===== src/rtl/fetch_pkg.sv =====
`default_nettype none
// ============================================================================
//  Module      : fetch_pkg
//  Description : Shared constants for the instruction-fetch stage.
//  Revision    : 1.0
// ============================================================================
package fetch_pkg;

    localparam int          FETCH_ADDR_W   = 32;
    localparam int          FETCH_INSTR_W  = 32;
    localparam int          FETCH_CNT_W    = 16;
    localparam logic [31:0] FETCH_RESET_PC = 32'h0000_0000;
    localparam int          PC_STEP        = 4;
    localparam logic [31:0] NOP_INSTR      = 32'h0000_0000;

    // A redirect target is misaligned when either of its two low byte bits is set.
    function automatic logic is_misaligned(input logic [1:0] lsb);
        return |lsb;
    endfunction

endpackage
`default_nettype wire


===== src/rtl/fetch_pc_reg.sv =====
`default_nettype none
// ============================================================================
//  Module      : fetch_pc_reg
//  Description : Program counter with reset / redirect / increment / hold mux.
//  Revision    : 1.0
// ============================================================================
module fetch_pc_reg
    import fetch_pkg::*;
#(
    parameter int                ADDR_W   = FETCH_ADDR_W,
    parameter logic [ADDR_W-1:0] RESET_PC = ADDR_W'(FETCH_RESET_PC)
) (
    input  logic              clk,
    input  logic              rst,
    input  logic              i_redir,
    input  logic [ADDR_W-1:0] i_target,
    input  logic              i_advance,
    output logic [ADDR_W-1:0] o_pc,
    output logic [ADDR_W-1:0] o_pc_seq
);

    logic [ADDR_W-1:0] r_pc;
    logic [ADDR_W-1:0] w_pc_seq;

    // Natural ADDR_W-bit overflow gives the required wrap from the top word to 0.
    assign w_pc_seq = r_pc + ADDR_W'(PC_STEP);

    always_ff @(posedge clk) begin
        if (rst) begin
            r_pc <= RESET_PC;
        end else if (i_redir) begin
            r_pc <= i_target;
        end else if (i_advance) begin
            r_pc <= w_pc_seq;
        end
    end

    assign o_pc     = r_pc;
    assign o_pc_seq = w_pc_seq;

endmodule
`default_nettype wire


===== src/rtl/instr_fetch_stage.sv =====
`default_nettype none
// ============================================================================
//  Module      : instr_fetch_stage
//  Description : PC, instruction-memory addressing and IF/ID register with
//                valid/ready handshake, redirect flush and delivery counter.
//  Revision    : 1.0
// ============================================================================
module instr_fetch_stage
    import fetch_pkg::*;
#(
    parameter int                ADDR_W   = FETCH_ADDR_W,
    parameter int                INSTR_W  = FETCH_INSTR_W,
    parameter logic [ADDR_W-1:0] RESET_PC = ADDR_W'(FETCH_RESET_PC),
    parameter int                CNT_W    = FETCH_CNT_W
) (
    input  logic               clk,
    input  logic               reset,
    output logic [ADDR_W-1:0]  imem_addr,
    input  logic [INSTR_W-1:0] imem_data,
    output logic               out_valid,
    input  logic               out_ready,
    output logic [INSTR_W-1:0] out_instr,
    output logic [ADDR_W-1:0]  out_pc,
    output logic [ADDR_W-1:0]  out_pc4,
    input  logic               redir_valid,
    input  logic [ADDR_W-1:0]  redir_target,
    output logic               misalign,
    output logic [CNT_W-1:0]   fetch_count
);

    localparam logic [CNT_W-1:0] c_cnt_max = '1;

    logic [ADDR_W-1:0]  w_pc;
    logic [ADDR_W-1:0]  w_pc_seq;
    logic [ADDR_W-1:0]  w_target_aligned;
    logic               w_advance;
    logic               w_handoff;

    logic               r_valid;
    logic [INSTR_W-1:0] r_instr;
    logic [ADDR_W-1:0]  r_pc;
    logic [ADDR_W-1:0]  r_pc4;
    logic               r_misalign;
    logic [CNT_W-1:0]   r_count;

    assign w_advance        = !r_valid || out_ready;
    // A redirect in the same cycle squashes the handoff of the wrong-path instruction.
    assign w_handoff        = r_valid && out_ready && !redir_valid;
    assign w_target_aligned = {redir_target[ADDR_W-1:2], 2'b00};

    fetch_pc_reg #(
        .ADDR_W   (ADDR_W),
        .RESET_PC (RESET_PC)
    ) u_pc_reg (
        .clk       (clk),
        .rst       (reset),
        .i_redir   (redir_valid),
        .i_target  (w_target_aligned),
        .i_advance (w_advance),
        .o_pc      (w_pc),
        .o_pc_seq  (w_pc_seq)
    );

    always_ff @(posedge clk) begin
        if (reset) begin
            r_valid    <= 1'b0;
            r_instr    <= INSTR_W'(NOP_INSTR);
            r_pc       <= '0;
            r_pc4      <= '0;
            r_misalign <= 1'b0;
        end else if (redir_valid) begin
            r_valid    <= 1'b0;
            r_misalign <= is_misaligned(redir_target[1:0]);
        end else begin
            r_misalign <= 1'b0;
            if (w_advance) begin
                r_valid <= 1'b1;
                r_instr <= imem_data;
                r_pc    <= w_pc;
                r_pc4   <= w_pc_seq;
            end
        end
    end

    always_ff @(posedge clk) begin
        if (reset) begin
            r_count <= '0;
        end else if (w_handoff && (r_count != c_cnt_max)) begin
            r_count <= r_count + 1'b1;
        end
    end

    assign imem_addr   = w_pc;
    assign out_valid   = r_valid;
    assign out_instr   = r_instr;
    assign out_pc      = r_pc;
    assign out_pc4     = r_pc4;
    assign misalign    = r_misalign;
    assign fetch_count = r_count;

endmodule
`default_nettype wire


===== config.mk =====
export PLATFORM = sky130hd
export DESIGN_NAME = instr_fetch_stage
export DESIGN_NICKNAME = d
export VERILOG_FILES = /design/src/rtl/fetch_pkg.sv /design/src/rtl/fetch_pc_reg.sv /design/src/rtl/instr_fetch_stage.sv
export SDC_FILE = /design/constraint.sdc
export NUM_CORES = 1
export LEC_CHECK = 0
export ABC_AREA = 1
export CAP_MARGIN = 10
export CORE_MARGIN = 3
export CORE_UTILIZATION = 41
export DETAILED_ROUTE_END_ITERATION = 8
export GPL_TIMING_DRIVEN = 0
export PLACE_DENSITY = 0.77
export SLEW_MARGIN = 10
export SYNTH_ARGS = -nofsm -noshare
export SYNTH_HDL_FRONTEND = slang
export SYNTH_SLANG_ARGS = --single-unit
export TNS_END_PERCENT = 10

===== constraint.sdc =====
create_clock -name clk -period 1.5 [get_ports clk]
set_input_delay 0.225 -clock clk [delete_from_list [all_inputs] [get_ports clk]]
set_output_delay 0.225 -clock clk [all_outputs]
set_load 0.05 [all_outputs]

==> summary.md <==
| Metric | Value |
|---|---|
| Via-to-Cell Ratio | `5.04` |
| Min-Delay Path Class | `primary input to flop` |
| Reg2reg start | `fetch_count[0]$_SDFFE_PP0P_` |
| Placed Area | `8400 sq um` |
| Final hold vios | `0` |
| Fill count | `1,323` |
| Layout Area Growth over Synthesis | `49.3%` |
| Core area | `14,100 sq um` |
| Nets@finish | `~1,200` |
| Top-Level Pins | `214` |
| Setup TNS | `-0.855 ns` |
| Yosys warns | `0` |
| Multiplexer share of the synthesized area | `0%` |
| Simple-gate portion of the synthesized area | `26.6%` |
| Final Slew Violations | `0` |
| Port buffer count | `205` |
| Worst-Skew Late Latency | `between 0.4 and 0.5 ns` |
| Total Power | `around 10 mW` |
| Hold_sp | `redir_valid` |
| Leakage | `3.72 nW` |
| Post-DP HPWL | `14,500 microns` |
| Netlist cell types | `33` |
| Failing checks | `setup timing` |
| CP Launch Point | `fetch_count[0]$_SDFFE_PP0P_` |
| Largest net degree at the start of global routing | `17` |
| Main combinational cell family by area after synthesis | `simple AND/OR/NAND/NOR gates` |
| TritonCTS clock tree | `yes` |
| Post-route cell area | `9020 sq um` |
| Max Root-Sink Buffers | `2` |
| Ant diodes | `0` |
| DRC violations left | `0` |
| Commonest non-fill, non-tap cell in the layout | `nand2_1` |
| Crit path DAT | `1.85 ns` |
| H-tree levels | `4` |
| MaxCap Viol Count | `0` |
| Most frequent cells in the layout | `nand2_1 (169), nor2_1 (134), dfxtp_1 (104)` |
| Peak VDD IR | `between 800 and 900 uV` |
| Place WS | `-0.563 ns` |
| Die Height | `127 microns` |
| Setup crit start kind | `flop` |
| Worst Skew | `between 0.007 and 0.008 ns` |
| Final core occ | `63.7%` |
| Xor/xnor share of the synthesized area | `approximately 2.8%` |
| Post-cts hold buffer count | `0` |
| RD Place Congestion | `0.927` |
| Vias in the first global route | `5,818` |
| Share of cells above drive strength 1 | `between 20 and 30%` |
| Initial Util | `a little over two fifths` |
| Final non-filler cell total | `1,273` |
| Slew @ Worst Pin | `0.703 ns` |
| Fin crit share | `105%` |
| Setup Viol. Count Final | `19` |
| Total CTS buffers | `17` |
| DRT Pass-1 Iters | `5` |
| # placed instances | `1,223` |
| Unrepaired setup endpoints after global routing | `yes` |
| Iteration-0 DRC count of the detailed router | `383` |
| Synth Cell Area | `6040 sq um` |
| Crit path kind | `flop to flop` |
| Setup ws final | `-0.0757 ns` |
| Initial antenna violation count | `0` |
| Seq/Total Area, Yosys | `between 40% and 50%` |
| Vias | `between 6,000 and 7,000` |
| FP Rows | `43` |
| CTS sink count | `140` |
| Outcome | `complete, but fails checks` |
| Worst setup EP type | `flop` |
| Post-DRT Antenna Nets | `0` |
| Routed WL | `slightly above 20,000 microns` |
| WP data required | `1.77 ns` |
| Avg Inst Size Synth | `7.25 sq um` |
| Die X-Extent | `127 microns` |
| Adder-cell share of the synthesized area | `0.414%` |
| Hold_ws | `0.106 ns` |
| Clock Pin Slew Worst Setup and Hold Paths | `0.06 ns` |
| Area of the die | `16,200 sq um` |
| Synth Area in Compound Gates | `between 15 and 20%` |
| First-pass GRT wire length | `30,800 microns` |
| Rel. slew slack | `53.1%` |
| Wire per inst | `roughly 16 microns` |
| Worst-path fanout max | `6` |
| CTS root buf | `clkbuf_16` |
| Fin crit period | `1.58 ns` |
| Gate Count Post-Synth | `833` |
| PwrDens | `1140 nW/um^2` |
| All-Layer GR Usage | `a little under a quarter` |
| FMAX | `0.635 GHz` |
| FF+latch count, synth | `between 100 and 150` |
| Gr ovfl total | `0` |
[power by group]
| part | switching (mW) | internal, mW | total (mW) |
|---|---|---|---|
| Sequential | 0.163 | 3.92 | 4.08 |
| Clock | 1.60 | 2.81 | 4.41 |
| Combinational | 1.27 | 0.535 | 1.80 |
| Total | 3.03 | 7.27 | 10.3 |
[final timing paths]
check,endpoint,cells past startpoint,slack (ns)
worst max-delay path,fetch_count[2]$_SDFFE_PP0P_,9,-0.08
worst min-delay path,misalign$_SDFF_PP0_,3,0.11
worst max register to register,fetch_count[2]$_SDFFE_PP0P_,9,-0.08
worst min register to register,out_pc4[9]$_SDFFE_PP0P_,2,0.46
[cell families (layout without fill, tap and decap cells)]
| group | after synthesis | after routing |
|---|---|---|
| and+or+nand+nor | 395 | 395 |
| AOI/OAI and AO/OA | 187 | 187 |
| DFF | 140 | 140 |
| buffers and inverters | 89 | 344 |
| xor gates and xnor gates | 19 | 19 |
| adders and majority gates | 2 | 2 |
| other | 1 | 6 |
[repair_timing]
| item | 4_1_cts | 5_1_grt |
|---|---|---|
| resized for setup | 254 | 314 |
| endpoints found under the setup margin | 213 | 231 |
| pin swaps | 6 | 21 |
| buffers inserted | 0 | 17 |
| gates cloned | 0 | 1 |
[synth_stat cells (all sizes together)]
cell type / n / area (sq um)
inv: 38 / 143
o21ai: 70 / 350
xor2: 14 / 123
clkbuf: 28 / 105
nand3b: 1 / 7.51
nor3b: 1 / 7.51
a22oi: 21 / 158
a21oi: 87 / 469
xnor2: 5 / 43.8
buf: 22 / 149
dfxtp: 140 / 2800
conb: 1 / 3.75
nand3: 28 / 150
nor3: 6 / 46.3
nand2: 197 / 767
nand4: 2 / 12.5
nor2: 160 / 618
ha: 2 / 25.0
a31oi: 9 / 56.3
clkinv: 1 / 3.75
[area by class of cell]
class / count / area (sq um) / area share, %
clock buffer: 20 / 447 / 4.95
clock inverter: 12 / 169 / 1.87
multi-input combinational: 609 / 3140 / 34.8
sequential: 140 / 2880 / 32.0
timing repair buffer: 223 / 1710 / 18.9
tap: 180 / 225 / 2.50
buffer: 50 / 290 / 3.22
inverter: 39 / 156 / 1.73
[layer usage]
metal | vias up | global-route usage (%) | wire (microns)
li1 | 3205 | - | -
met1 | 2957 | 30.3 | 8530
met2 | 229 | 40.2 | 9970
met3 | 25 | 6.15 | 1540
met4 | 0 | 7.51 | 340
met5 | - | 0 | 0
[critical path, stage by stage, from the launching register on]
cell     delay (ns)
dfxtp_4        0.37
ha_4           0.14
nand3_4        0.08
nor3_4         0.27
nand3_2        0.12
nand2_4        0.14
inv_6          0.06
buf_8          0.13
nand2_4        0.05
a21oi_2        0.05
[flip-flops by register name, indices dropped and copies added (netlist names)]
signal,count
u_pc_reg.o_pc,30
out_pc4,30
misalign,1
fetch_count,16
out_pc,30
out_valid,1
out_instr,32
(Power assumes the default switching activity.)
